[src/rtl/uart_pkg.sv]
// Shared UART constants and types used by the transmit path and by future receive-side blocks.
package uart_pkg;
  localparam int UART_BYTE_W             = 8;
  localparam int UART_TX_FIFO_DEPTH_LOG2 = 4;

  typedef logic [UART_BYTE_W-1:0] uart_byte_t;
endpackage

[src/rtl/uart_tx_fifo_if.sv]
// Host-write and transmitter-handshake bundle for the UART transmit FIFO.
interface uart_tx_fifo_if
  import uart_pkg::*;
#(
  parameter int DEPTH_LOG2 = UART_TX_FIFO_DEPTH_LOG2
);
  logic                wr_en;
  uart_byte_t          wr_data;
  logic                full;
  logic                empty;
  logic [DEPTH_LOG2:0] count;
  logic                overflow;
  logic                clr_overflow;
  logic                tx_ready;
  uart_byte_t          txdata;
  logic                tx_enable;

  // Master is the host plus transmitter side; slave is the FIFO itself.
  modport master (
    output wr_en, wr_data, clr_overflow, tx_ready,
    input  full, empty, count, overflow, txdata, tx_enable
  );

  modport slave (
    input  wr_en, wr_data, clr_overflow, tx_ready,
    output full, empty, count, overflow, txdata, tx_enable
  );
endinterface

[src/rtl/uart_fifo_mem.sv]
// Simple dual-port byte array: synchronous write, asynchronous read. Contents are never reset.
module uart_fifo_mem
  import uart_pkg::*;
#(
  parameter int DEPTH_LOG2 = UART_TX_FIFO_DEPTH_LOG2
) (
  input  logic                  clk,
  input  logic                  we,
  input  logic [DEPTH_LOG2-1:0] waddr,
  input  uart_byte_t            wdata,
  input  logic [DEPTH_LOG2-1:0] raddr,
  output uart_byte_t            rdata
);
  uart_byte_t mem [2**DEPTH_LOG2];

  always_ff @(posedge clk) begin
    if (we) mem[waddr] <= wdata;
  end

  assign rdata = mem[raddr];
endmodule

[src/rtl/uart_tx_fifo.sv]
// Byte FIFO feeding the UART transmitter: buffers host writes and issues one-cycle
// tx_enable requests whenever the transmitter reports ready.
module uart_tx_fifo
  import uart_pkg::*;
#(
  parameter int DEPTH_LOG2 = UART_TX_FIFO_DEPTH_LOG2
) (
  input  logic         clk,
  input  logic         reset_,
  uart_tx_fifo_if.slave bus
);
  localparam int                  DEPTH     = 2**DEPTH_LOG2;
  localparam logic [DEPTH_LOG2:0] DEPTH_CNT = (DEPTH_LOG2+1)'(DEPTH);

  logic [DEPTH_LOG2-1:0] wr_ptr;
  logic [DEPTH_LOG2-1:0] rd_ptr;
  logic [DEPTH_LOG2:0]   count;
  logic                  overflow;
  logic                  tx_enable;
  uart_byte_t            txdata;
  uart_byte_t            rd_data;
  logic                  full;
  logic                  empty;
  logic                  push;
  logic                  pop;

  assign full  = (count == DEPTH_CNT);
  assign empty = (count == '0);
  assign push  = bus.wr_en && !full;
  // Blocking on tx_enable stops a double issue while the transmitter still shows ready during its sample cycle.
  assign pop   = bus.tx_ready && !empty && !tx_enable;

  uart_fifo_mem #(
    .DEPTH_LOG2(DEPTH_LOG2)
  ) u_mem (
    .clk  (clk),
    .we   (push),
    .waddr(wr_ptr),
    .wdata(bus.wr_data),
    .raddr(rd_ptr),
    .rdata(rd_data)
  );

  always_ff @(posedge clk or negedge reset_) begin
    if (!reset_) begin
      wr_ptr    <= '0;
      rd_ptr    <= '0;
      count     <= '0;
      overflow  <= 1'b0;
      tx_enable <= 1'b0;
      txdata    <= '0;
    end else begin
      tx_enable <= pop;
      if (push) wr_ptr <= wr_ptr + 1'b1;
      if (pop) begin
        rd_ptr <= rd_ptr + 1'b1;
        txdata <= rd_data;
      end
      case ({push, pop})
        2'b10:   count <= count + 1'b1;
        2'b01:   count <= count - 1'b1;
        default: count <= count;
      endcase
      if (bus.wr_en && full)  overflow <= 1'b1;
      else if (bus.clr_overflow) overflow <= 1'b0;
    end
  end

  assign bus.full      = full;
  assign bus.empty     = empty;
  assign bus.count     = count;
  assign bus.overflow  = overflow;
  assign bus.txdata    = txdata;
  assign bus.tx_enable = tx_enable;
endmodule

[src/flat_wrapper.sv]
// flat-port wrapper written by rule: the top's interface ports become plain ports
module uart_tx_fifo_flat import uart_pkg::*;
#(
  parameter int DEPTH_LOG2 = UART_TX_FIFO_DEPTH_LOG2
)
  (clk, reset_, bus_wr_en, bus_wr_data, bus_clr_overflow, bus_tx_ready, bus_full, bus_empty, bus_count, bus_overflow, bus_txdata, bus_tx_enable);
  uart_tx_fifo_if #(.DEPTH_LOG2(DEPTH_LOG2)) bus_i ();
  input  logic clk;
  input  logic reset_;
  input wire logic [$bits(bus_i.wr_en)-1:0] bus_wr_en;
  input wire logic [$bits(bus_i.wr_data)-1:0] bus_wr_data;
  input wire logic [$bits(bus_i.clr_overflow)-1:0] bus_clr_overflow;
  input wire logic [$bits(bus_i.tx_ready)-1:0] bus_tx_ready;
  output wire logic [$bits(bus_i.full)-1:0] bus_full;
  output wire logic [$bits(bus_i.empty)-1:0] bus_empty;
  output wire logic [$bits(bus_i.count)-1:0] bus_count;
  output wire logic [$bits(bus_i.overflow)-1:0] bus_overflow;
  output wire logic [$bits(bus_i.txdata)-1:0] bus_txdata;
  output wire logic [$bits(bus_i.tx_enable)-1:0] bus_tx_enable;
  assign bus_i.wr_en = bus_wr_en;
  assign bus_i.wr_data = bus_wr_data;
  assign bus_i.clr_overflow = bus_clr_overflow;
  assign bus_i.tx_ready = bus_tx_ready;
  assign bus_full = bus_i.full;
  assign bus_empty = bus_i.empty;
  assign bus_count = bus_i.count;
  assign bus_overflow = bus_i.overflow;
  assign bus_txdata = bus_i.txdata;
  assign bus_tx_enable = bus_i.tx_enable;
  uart_tx_fifo #(.DEPTH_LOG2(DEPTH_LOG2)) u_core (.clk(clk), .reset_(reset_), .bus(bus_i));
endmodule
[config.mk]
export PLATFORM = sky130hd
export DESIGN_NAME = uart_tx_fifo_flat
export DESIGN_NICKNAME = d
export VERILOG_FILES = /design/src/rtl/uart_pkg.sv /design/src/rtl/uart_tx_fifo_if.sv /design/src/rtl/uart_fifo_mem.sv /design/src/rtl/uart_tx_fifo.sv /design/src/flat_wrapper.sv
export SDC_FILE = /design/constraint.sdc
export NUM_CORES = 1
export LEC_CHECK = 0
export CAP_MARGIN = 20
export CORE_AREA = 3 3 101 113
export DETAILED_ROUTE_END_ITERATION = 6
export DIE_AREA = 0 0 104 116
export MAX_ROUTING_LAYER = met4
export PLACE_DENSITY = 0.77
export SYNTH_ARGS = -nofsm -noshare
export SYNTH_HDL_FRONTEND = slang
export SYNTH_SLANG_ARGS = --single-unit
[constraint.sdc]
create_clock -name clk -period 3.75 [get_ports clk]
set_input_delay 0.75 -clock clk [delete_from_list [all_inputs] [get_ports clk]]
set_output_delay 0.75 -clock clk [all_outputs]
set_load 0.005 [all_outputs]
# Word-level counts from Yosys, hierarchy flattened

Memory sizes are Yosys's and may differ from the RTL's. A register that Yosys moved wholly into a read port is not among the register bits.
Cells that the tools add are included.

RAM bits: 128
Register bits: 15
Input port bits: 13
Memories kept: 1
Output and inout port bits: 17
Logic and storage cells: 29

Add/subtract/negate cells: 4
Eq/ne operators: 3
Reduce and logical (&&, ||, !) cells: 11
Multiplexer cells: 5

Memory list:

| name             | depth | width | rd ports | clocked after Yosys merged registers in | write ports | line                | RTL |
|---|---|---|---|---|---|---|---|
| u_core.u_mem.mem | 16    | 8     | 1        | 1                                       | 1           | uart_fifo_mem.sv:14 | `uart_byte_t mem [2**DEPTH_LOG2];` |

Operator list:

| cell                | count |
|---|---|
| $pmux 5 s2          | 1 |
| $add 4x1->4 const B | 2 |
| $add 5x1->5 const B | 1 |
| $eq 5x5->1 const B  | 1 |
| $logic_not 5->1     | 1 |
| $sub 5x1->5 const B | 1 |
| $logic_and 1x1->1   | 4 |
| $logic_not 1->1     | 4 |
| $mux 1              | 4 |
| $reduce_bool 2->1   | 2 |
| $eq 2x1->1 const B  | 1 |
| $eq 2x2->1 const B  | 1 |

# Depth between registers and ports, before layout

Depth after elaboration: 6
Gate-level depth with buffers: 10
Mapped depth without buffers: 9

# Modules after synthesis

A second synthesis with hierarchy kept.

Cell total of the unflattened synthesis: 314
Area, all modules: 6135.9 µm²

Modules (own cells, without submodules):

| module        | times used | cells each | sequential area each (µm²) | area each (µm²) |
|---|---|---|---|---|
| uart_fifo_mem | 1          | 221        | 3843.7                     | 4987.3 |
| uart_tx_fifo  | 1          | 93         | 575.6                      | 1148.6 |

# Least setup slack after synthesis

Ideal clock, no wire load.

Path type: flip-flop to flip-flop
Start point: register u_core.count[3], in the netlist u_core.bus.count[3]
End point: register u_core.count[4], in the netlist u_core.bus.count[4]
Arrival time: 2.701 ns
Stages on the path, launching flop included: 10
Setup slack: 0.969 ns
Path buffers: 1
Data required time: 3.670 ns
Period minus slack after synthesis: 2.781 ns
Setup time: 0.080 ns
Cell sequence: dfrtp_1 or3_4 o311a_4 buf_2 ha_1 fa_1 a21o_1 a21oi_1 mux2i_1 xnor2_1

Word-level cells in the longest chain between the ends: 6
Elaborated cells on any way between the ends: 13
Those cells by class: add/sub (2); eq/ne (3); mux (1); reduce/logical (7)

Ends and longest elaborated chain:

| element                                         | line               | RTL |
|---|---|---|
| start, declared                                 | uart_tx_fifo.sv:17 | `logic [DEPTH_LOG2:0] count;` |
| start signal, assigned                          | uart_tx_fifo.sv:60 | `2'b10: count <= count + 1'b1;` |
| start signal, assigned                          | uart_tx_fifo.sv:61 | `2'b01: count <= count - 1'b1;` |
| start signal, assigned                          | uart_tx_fifo.sv:62 | `default: count <= count;` |
| $logic_not 5->1 (*)                             | uart_tx_fifo.sv:28 | `assign empty = (count == '0);` |
| $logic_not 1->1 (*)                             | uart_tx_fifo.sv:31 | `assign pop = bus.tx_ready && !empty && !tx_enable;` |
| $logic_and 1x1->1 (*) (2 in a row)              | uart_tx_fifo.sv:31 |  |
| via u_core.pop                                  | uart_tx_fifo.sv:25 | `logic pop;` |
| $eq 2x1->1 or $eq 2x2->1 (tied branches)        | uart_tx_fifo.sv:59 | `case ({push, pop})` |
| $pmux 5 s2 or $reduce_bool 2->1 (tied branches) | -                  |  |

Mark *: on every way through the listed nets, which the timed path passes. The rest lies on a longest branch.
A chain may end at the register's enable or synchronous reset.

# Worst setup path in the final report

Start point: register u_core.count[3], in the netlist u_core.bus.count[3]
End point: register u_core.count[4], in the netlist u_core.bus.count[4]

Word-level cells in the longest chain between the ends: 6
Elaborated cells on any way between the ends: 13
Those cells by class: add/sub (2); eq/ne (3); mux (1); reduce/logical (7)

Ends and longest elaborated chain:

| element                                         | line |
|---|---|
| $logic_not 5->1                                 | uart_tx_fifo.sv:28 |
| $logic_not 1->1                                 | uart_tx_fifo.sv:31 |
| $logic_and 1x1->1 (2 in a row)                  | uart_tx_fifo.sv:31 |
| $eq 2x1->1 or $eq 2x2->1 (tied branches)        | uart_tx_fifo.sv:59 |
| $pmux 5 s2 or $reduce_bool 2->1 (tied branches) | - |

Parallel ways exist; a longest one is shown, timed or not.

==> run_results.csv <==
group,metric,value,unit
outcome,status,"finished clean",
placed_design,place_congestion,0.788,
worst_hold_path,min_path_type,"register to register",
die,initial_utilization,0.584,
global_route,grt_max_degree,34,
detailed_routing,wl_per_cell,23.4,µm
setup_path,path_cells,"or3_4 -> o311a_4 -> ha_1 -> fa_1 -> a21o_1 -> a21oi_1 -> mux2i_1 -> xnor2_1",
final_layout,area_growth,18.9,%
die,pin_count,30,
detailed_routing,drc,0,
setup_path,critPathSlowestCell,"o311a_4",
timing,fin_crit_sh,0.764,
timing,max_slew_margin,0.457,
yosys,synth.net_count,333,
die,die-area,12100,µm²
timing,slew_violations,0,
timing,hold_violations,0,
global_route,grt_pass1_vias,3062,
timing,holdWs,0.544,ns
timing,tns,0,ns
setup_path,slowest_delay,0.44,ns
clock_tree,ctsHtreeMaxLevel,4,
die,die_w,104,µm
clock_tree,cts_tree,"yes",
detailed_routing,viasPerCell,5.88,
die,rows,39,
yosys,synth_edf_count,128,
placed_design,portBuffers,29,
clock_tree,clock_latency,0.42,ns
timing,min_period,2.86,ns
setup_path,worstPathRequired,4.09,ns
yosys,netlist_instances,310,
clock_tree,cts_buffer_depth,2,
yosys,ys_types,31,
clock_tree,hold_buffers,0,
final_layout,num-fill-cells,632,
yosys,synthFlopType,"edfxtp_1",
worst_hold_path,min_to,"u_core.bus.overflow$_DFFE_PN0P_",
worst_hold_path,min_from,"u_core.bus.overflow$_DFFE_PN0P_",
worst_hold_path,whs_path_depth,2,
setup_path,r2r_end,"u_core.bus.count[4]$_DFFE_PN0P_",
clock_tree,cts_buffers,17,
clock_tree,clkSlewWorstSetupHoldPaths,0.06,ns
timing,finClkSkew,0.00841,ns
yosys,synth_area,6040,µm²
setup_path,timing.critical_path.buf_inv,0,
detailed_routing,vias,2995,
setup_path,r2r_cells,8,
setup_path,worstPathArrival,3.21,ns
placed_design,dp_hpwl,7160,µm
job,drv_cap,0,
setup_path,critPathKind,"register to register",
yosys,ys_seq_area_frac,0.732,
die,die_h,116,µm
setup_path,path_delay_family,"compound AO/OA/AOI/OAI gates",
timing,finalSetupViolations,0,
global_route,grt_pass1_wl,18500,µm
final_layout,final_nets,377,
power_and_ir_drop,ir_worst_vdd,391,µV
global_route,overflow,0,
timing,rsz0062_at_grt,"no",
detailed_routing,dr.pass1.iters,4,
final_layout,drive_gt1_frac,0.251,
final_layout,n_antenna_cell,0,
detailed_routing,drtAntennaViolNets,0,
setup_path,crit_fanout,23,
setup_path,rrSetupSlack,0.89,ns
global_route,grt_util_all_layers,0.224,
clock_tree,clock-root-buffer,"clkbuf_16",
setup_path,end_kind,"register",
yosys,avgSynthCellArea,19.5,µm²
die,core,10300,µm²
setup_path,r2r-start,"u_core.bus.count[3]$_DFFE_PN0P_",
final_layout,mostFrequentLayoutCells,"128 x edfxtp_1, 32 x mux4_2, 29 x clkdlybuf4s50_1",
detailed_routing,drtIter0Drc,264,
timing,fmax,349,MHz
yosys,yosys_warnings,0,
timing,tightest_slew,0.811,ns
power_and_ir_drop,p_per_area,793,nW/µm²
yosys,yosys_register_bits,151,
clock_tree,clock-sinks,151,
final_layout,final_common_cell,"edfxtp_1",
clock_tree,cts_setup_buffers,0,
global_route,grt_antenna_before_repair,0,
clock_tree,ctsResizeCount,0,
setup_path,start_kind,"register",
power_and_ir_drop,p_leak,2.47,nW
yosys,synthArstFlopShare,0.152,
detailed_routing,wirelength,11900,µm
==> worst reg2reg max path: stages, from the launching register on <==
cell	delay, ns
dfrtp_1	0.41
or3_4	0.43
o311a_4	0.44
ha_1	0.33
fa_1	0.43
a21o_1	0.19
a21oi_1	0.18
mux2i_1	0.24
xnor2_1	0.13
==> through the flow <==
step	utilization	area [µm²]	power (mW)	setup WS, ns	cells
after floorplan	-	6040	3.39	0.969	310
after global placement	0.630	6520	3.86	0.598	477
after detailed placement	0.630	6520	3.90	0.526	477
after CTS	0.692	7150	5.73	0.863	508
after global routing	0.694	7180	5.94	0.739	509
final	0.694	7180	5.70	0.885	509
==> layout make-up <==
type                            instances  area [µm²]  area share
Sequential cell                       151        4420       0.616
Multi-Input combinational cell        135        1510       0.210
Clock buffer                           18         429      0.0598
Timing Repair Buffer                   43         415      0.0578
Clock inverter                         13         205      0.0286
Tap cell                              143         179      0.0249
Inverter                                6        22.5     0.00314
==> synthesized netlist by cell type (4+ instances only) <==
cell / n / share of area
nor3_1: 6 / 0.0050
ha_1: 9 / 0.019
o21ai_0: 4 / 0.0033
a221oi_2: 8 / 0.020
dfrtp_1: 23 / 0.095
nor2_1: 21 / 0.013
xnor2_1: 8 / 0.012
mux2i_1: 9 / 0.015
clkbuf_1: 7 / 0.0044
buf_1: 4 / 0.0025
nand2_1: 10 / 0.0062
inv_1: 6 / 0.0037
edfxtp_1: 128 / 0.64
o22ai_1: 8 / 0.0083
mux4_2: 32 / 0.12
==> routing by layer <==
metal / share of wire / global-route usage / vias up
met5: 0 / - / -
met4: 0.019 / 0.0789 / 0
met3: 0.064 / 0.0641 / 16
met2: 0.51 / 0.351 / 131
met1: 0.40 / 0.287 / 1526
li1: - / - / 1322
==> how the worst max path moves through the flow <==
stage / startpoint / endpoint / slack, ns / depth (start not counted)
detailed placement: bus_wr_en / u_core.bus.count[4]$_DFFE_PN0P_ / 0.53 / 9
finish: u_core.bus.count[3]$_DFFE_PN0P_ / u_core.bus.count[4]$_DFFE_PN0P_ / 0.89 / 8
global route: u_core.bus.count[2]$_DFFE_PN0P_ / u_core.bus.count[4]$_DFFE_PN0P_ / 0.74 / 8
CTS: u_core.bus.count[3]$_DFFE_PN0P_ / u_core.bus.count[4]$_DFFE_PN0P_ / 0.86 / 8
floorplan: u_core.bus.count[3]$_DFFE_PN0P_ / u_core.bus.count[4]$_DFFE_PN0P_ / 0.97 / 9
global placement: bus_wr_en / u_core.bus.count[4]$_DFFE_PN0P_ / 0.60 / 9
==> where the power goes <==
part	switching [mW]	internal, mW	total [mW]
clock	0.636	1.17	1.81
sequential	0.321	2.09	2.41
combinational	0.673	0.803	1.48
total	1.63	4.07	5.70
==> registers in the layout, indices dropped and copies added (netlist names) <==
name	count
u_core.bus.tx_enable	1
u_core.bus.overflow	1
u_core.u_mem.mem	128
u_core.bus.txdata	8
u_core.bus.count	5
u_core.rd_ptr	4
u_core.wr_ptr	4
==> cell families (layout without fill, tap and decap cells) <==
logic type	after synthesis	after routing	share of synthesized area
adder cells (fa/ha/maj)	10	10	0.0220
AND/OR/NAND/NOR	46	46	0.0348
multiplexers	43	43	0.138
AO/OA/AOI/OAI	26	26	0.0406
buffers and inverters	24	80	0.0186
XOR/XNOR	10	10	0.0145
flip-flops	151	151	0.732
(Power assumes the default switching activity.)
==> variant 1 (same flow settings) <==
`UART_BYTE_W`: 8 -> 7.
--- a/src/rtl/uart_pkg.sv
+++ b/src/rtl/uart_pkg.sv
@@ -2,3 +2,3 @@
 package uart_pkg;
-  localparam int UART_BYTE_W             = 8;
+  localparam int UART_BYTE_W             = 7;
   localparam int UART_TX_FIFO_DEPTH_LOG2 = 4;
Interface: changed (resized bus_txdata and bus_wr_data); port bits go from 30 to 28. The function was not compared with the original's and may differ.
==> variant 1 against the unedited design <==
Sequential power decreased by 12%; routed wire length decreased by 12%; sequential cell count decreased by 17; critical path depth unchanged; largest power group unchanged; fmax increased by 1.3%; total power decreased by 10%; critical endpoint unchanged; synthesized area decreased by 10%; clock power decreased by 9%; setup slack improved by 0.036 ns; cell count decreased by 6.7%; final area decreased by 11%.
==> variant 1: results <==
[synth]
avgSynthCellArea_sq_um = 19.2
synthTopCellsByArea = edfxtp_1 62%, mux4_2 12%, dfrtp_1 10%, ha_1 2.1%, a221oi_2 1.9%
synthTopCellsByCount = 112 x edfxtp_1, 28 x mux4_2, 22 x dfrtp_1
synth_edf_count = 112

[placement]
gp_congestion = 0.788
pre_cts_ws_ns = 0.681
place_area_sq_um = 5810
dpl.cell_count = 442

[pwr]
p_leak_nw = 2.20
power_frac_clock = 0.321
power_density_nw_per_um2 = 798
pwr-share-comb = 0.262
irDropWorstVdd_v = 0.000383
intPower_mw = 3.62

[global_route]
grtUsageTotal = 0.196
grt_start_max_net_pins = 31

[timing]
fin_hold_ws_ns = 0.528
skew_ns = 0.0117
max_slew.worst_pin.slew_ns = 1.04

[cells_and_area]
layout-drive-gt1-share = 0.235
multi_input_area_sq_um = 1390

[min_path]
min_path_type = in -> async

[run_status]
outcome = finished, final reports clean

[routing]
via_per_inst = 5.66
drt_iter0_markers = 363
firstDrtPassIters = 5

[setup_path]
rrSetupSlack_ns = 0.92
cp_max_fo = 21
[variant 1: cell families (layout without fill, tap and decap cells)]
kind of cell	after synthesis	in the layout	share of synthesized area
AND/OR/NAND/NOR	45	45	0.0382
buffers and inverters	21	71	0.0208
AO/OA/AOI/OAI	24	24	0.0416
multiplexers	38	38	0.135
flip-flops	134	134	0.723
XOR/XNOR	10	10	0.0162
adder cells (fa/ha/maj)	10	10	0.0245
[variant 1: area by class of cell]
class                   count  share of cell area
clock buffers              20              0.0681
well taps                 143              0.0279
repair buffers             33              0.0503
flip-flops and latches    134               0.611
inverters                   6             0.00351
multi-input cells         127               0.216
clock inverters            12              0.0236
[variant 1: metal layers]
metal	up-vias	GRT usage	wire (microns)
met4	0	0.0922	168
met2	112	0.324	5510
met1	1369	0.231	4140
met5	-	-	0
li1	1191	-	-
met3	16	0.0446	658
[variant 1: worst reg2reg max path: stages, from the launching register on]
cell and delay, ns:
dfrtp_1 0.41, or3_4 0.42, o311a_4 0.44, ha_1 0.33, fa_1 0.43, a21o_1 0.20, a21oi_1 0.18, mux2i_1 0.23
xnor2_1 0.13
[variant 1: worst max path at each step]
stage,slack [ns],startpoint,to
floorplan,0.93,u_core.bus.count[3]$_DFFE_PN0P_,u_core.bus.count[4]$_DFFE_PN0P_
global placement,0.75,bus_wr_en,u_core.bus.count[4]$_DFFE_PN0P_
detailed placement,0.68,bus_wr_en,u_core.bus.count[4]$_DFFE_PN0P_
CTS,0.91,u_core.bus.count[3]$_DFFE_PN0P_,u_core.bus.count[4]$_DFFE_PN0P_
global route,0.76,u_core.bus.count[3]$_DFFE_PN0P_,u_core.bus.count[4]$_DFFE_PN0P_
finish,0.92,u_core.bus.count[3]$_DFFE_PN0P_,u_core.bus.count[4]$_DFFE_PN0P_
==> variant 2 (config.mk and constraints unchanged) <==
Without the edit above. Make the reset (`reset_`) synchronous in one clocked block. Comments in the files are not updated.
--- a/src/rtl/uart_tx_fifo.sv
+++ b/src/rtl/uart_tx_fifo.sv
@@ -43,3 +43,3 @@
 
-  always_ff @(posedge clk or negedge reset_) begin
+  always_ff @(posedge clk) begin
     if (!reset_) begin
Behaviour: differs if reset_ is asserted again (counterexample within 4 cycles, from zero or initial values and one cycle with reset_ low); with reset_ held inactive, the same outputs for 10 cycles.
==> variant 2 against the unedited design <==
Setup slack worse by 0.096 ns; sequential cell count stayed put; synthesized area is 0.58% higher; routed wire length is 2.8% higher; final area is 1.7% lower; critical path type is now reg -> out; highest routed layer unchanged.
Power is not compared: it rests on default switching activity, and its combinational part moved more than twofold at a synthesized area within 25%.
==> variant 2: results <==
[global_route]
grt_pass1_vias = 3369
grt_start_max_net_pins = 52
grt_pass1_wl_microns = 19000
antenna_found_initial = 0
grtUsageTotal = 0.220

[cells_and_area]
nonClkBufAreaFrac = 0.0486
n_all_inverters = 5
layout-drive-gt1-share = 0.101
buffers = 36
reg_top3 = u_core.u_mem.mem: 128 flops, u_core.bus.txdata: 8 flops, u_core.bus.count: 5 flops
multi_input_area_share = 0.234
num-fill-cells = 719
multi_input_cells = 213
seq_cells = 151
clkbuf_count = 17
nNetsFinal = 447
seqCellArea_sq_um = 4310
clock_tree_area_fraction = 0.0787

[synth]
synthTopCellsByArea = edfxtp_1 63%, mux2i_1 11%, dfxtp_1 7.6%, o22ai_1 3.1%, ha_1 1.9%
synth_edf_count = 128
ys_seq_area_frac = 0.708
async_flop_share = 0
synthTopCellsByCount = 128 x edfxtp_1, 65 x mux2i_1, 30 x o22ai_1
yosysUniqueCellTypes = 36
synthMuxAreaShare = 0.114
synth_xor_area_frac = 0.0130
yosys.area_share.adder = 0.0218
synth_compound_area_frac = 0.0624
syn_nets = 414

[setup_path]
rr_endpoint = u_core.bus.count[4]$_SDFFE_PN0P_
cp_top_family = simple AND/OR/NAND/NOR gates
slowest_stage = or4_1
crit_path_start = u_core.bus.count[0]$_SDFFE_PN0P_
cpPeakStageDelay_ns = 0.71
rrSetupSlack_ns = 1.19
crit_end = bus_full
cp.arrival_ns = 2.21
reg2regPathDepth = 8

[placement]
gp_congestion = 0.833
portBuffers = 29
place_area_sq_um = 6500
dp_hpwl_microns = 7700

[min_path]
holdCritStartpoint = u_core.bus.txdata[6]$_SDFFE_PN0P_
min_to = u_core.bus.txdata[6]$_SDFFE_PN0P_
min_path_type = reg -> reg
worstHoldPathCells = 2

[routing]
via_per_inst = 5.82
drt_iter0_markers = 305
finalWirelength_microns = 12300

[cts]
clock_latency_ns = 0.43

[timing]
skew_ns = 0.0148
fin_hold_ws_ns = 0.543
max_slew.worst_pin.slew_ns = 0.917

[run_status]
outcome = finished, final reports clean
==> variant 2: changes by cell type in the layout (fill, tap and decap cells not counted), moves of 5 or more <==
| cell | unedited run | this run |
|---|---|---|
| mux2i_1 | 9 | 65 |
| mux4_2 | 32 | 2 |
| dfxtp_1 | 0 | 22 |
| o22ai_1 | 8 | 30 |
| dfrtp_1 | 21 | 0 |
| and2_1 | 0 | 9 |
| a21oi_1 | 2 | 10 |
| a221oi_2 | 8 | 0 |
| nor4_1 | 0 | 8 |
| buf_4 | 13 | 7 |
| nor2b_1 | 1 | 7 |
| o21ai_0 | 4 | 10 |
| nor2_1 | 21 | 16 |
==> variant 2: worst register-to-register path, cell delays in order (launching register included) <==
cell and delay (ns):
dfxtp_1 0.38, nor4_1 0.45, a21boi_1 0.16, ha_1 0.31, fa_1 0.43, a21o_1 0.19
a21oi_1 0.16, mux2i_1 0.24, mux2i_1 0.19
==> variant 2: metal layers <==
layer | part of all wire | vias up | global-route usage
li1 | - | 1579 | -
met1 | 0.45 | 1681 | 0.279
met2 | 0.49 | 94 | 0.350
met3 | 0.045 | 21 | 0.0513
met4 | 0.020 | 0 | 0.0833
met5 | 0 | - | -
==> variant 2: metrics by stage <==
step                      instances  worst slack (ns)   util
final                           580             0.789  0.682
after global routing            580             0.725  0.682
after CTS                       580             0.775  0.682
after detailed placement        548             0.576  0.629
after global placement          548             0.638  0.629
after floorplan                 391             0.797      -
==> variant 2: report_power, final <==
group          total [mW]  switching (mW)  leakage, nW  internal, mW
registers            2.00          0.0812         1.34          1.92
clock network        1.59           0.675        0.251         0.911
logic               0.695           0.373        0.653         0.322
==> variant 2: kinds of logic after synthesis <==
logic type,after synthesis
AOI/OAI and AO/OA,60
and+or+nand+nor,67
adders and majority gates,10
muxes,67
buffers and inverters,27
DFF,151
xor gates and xnor gates,9
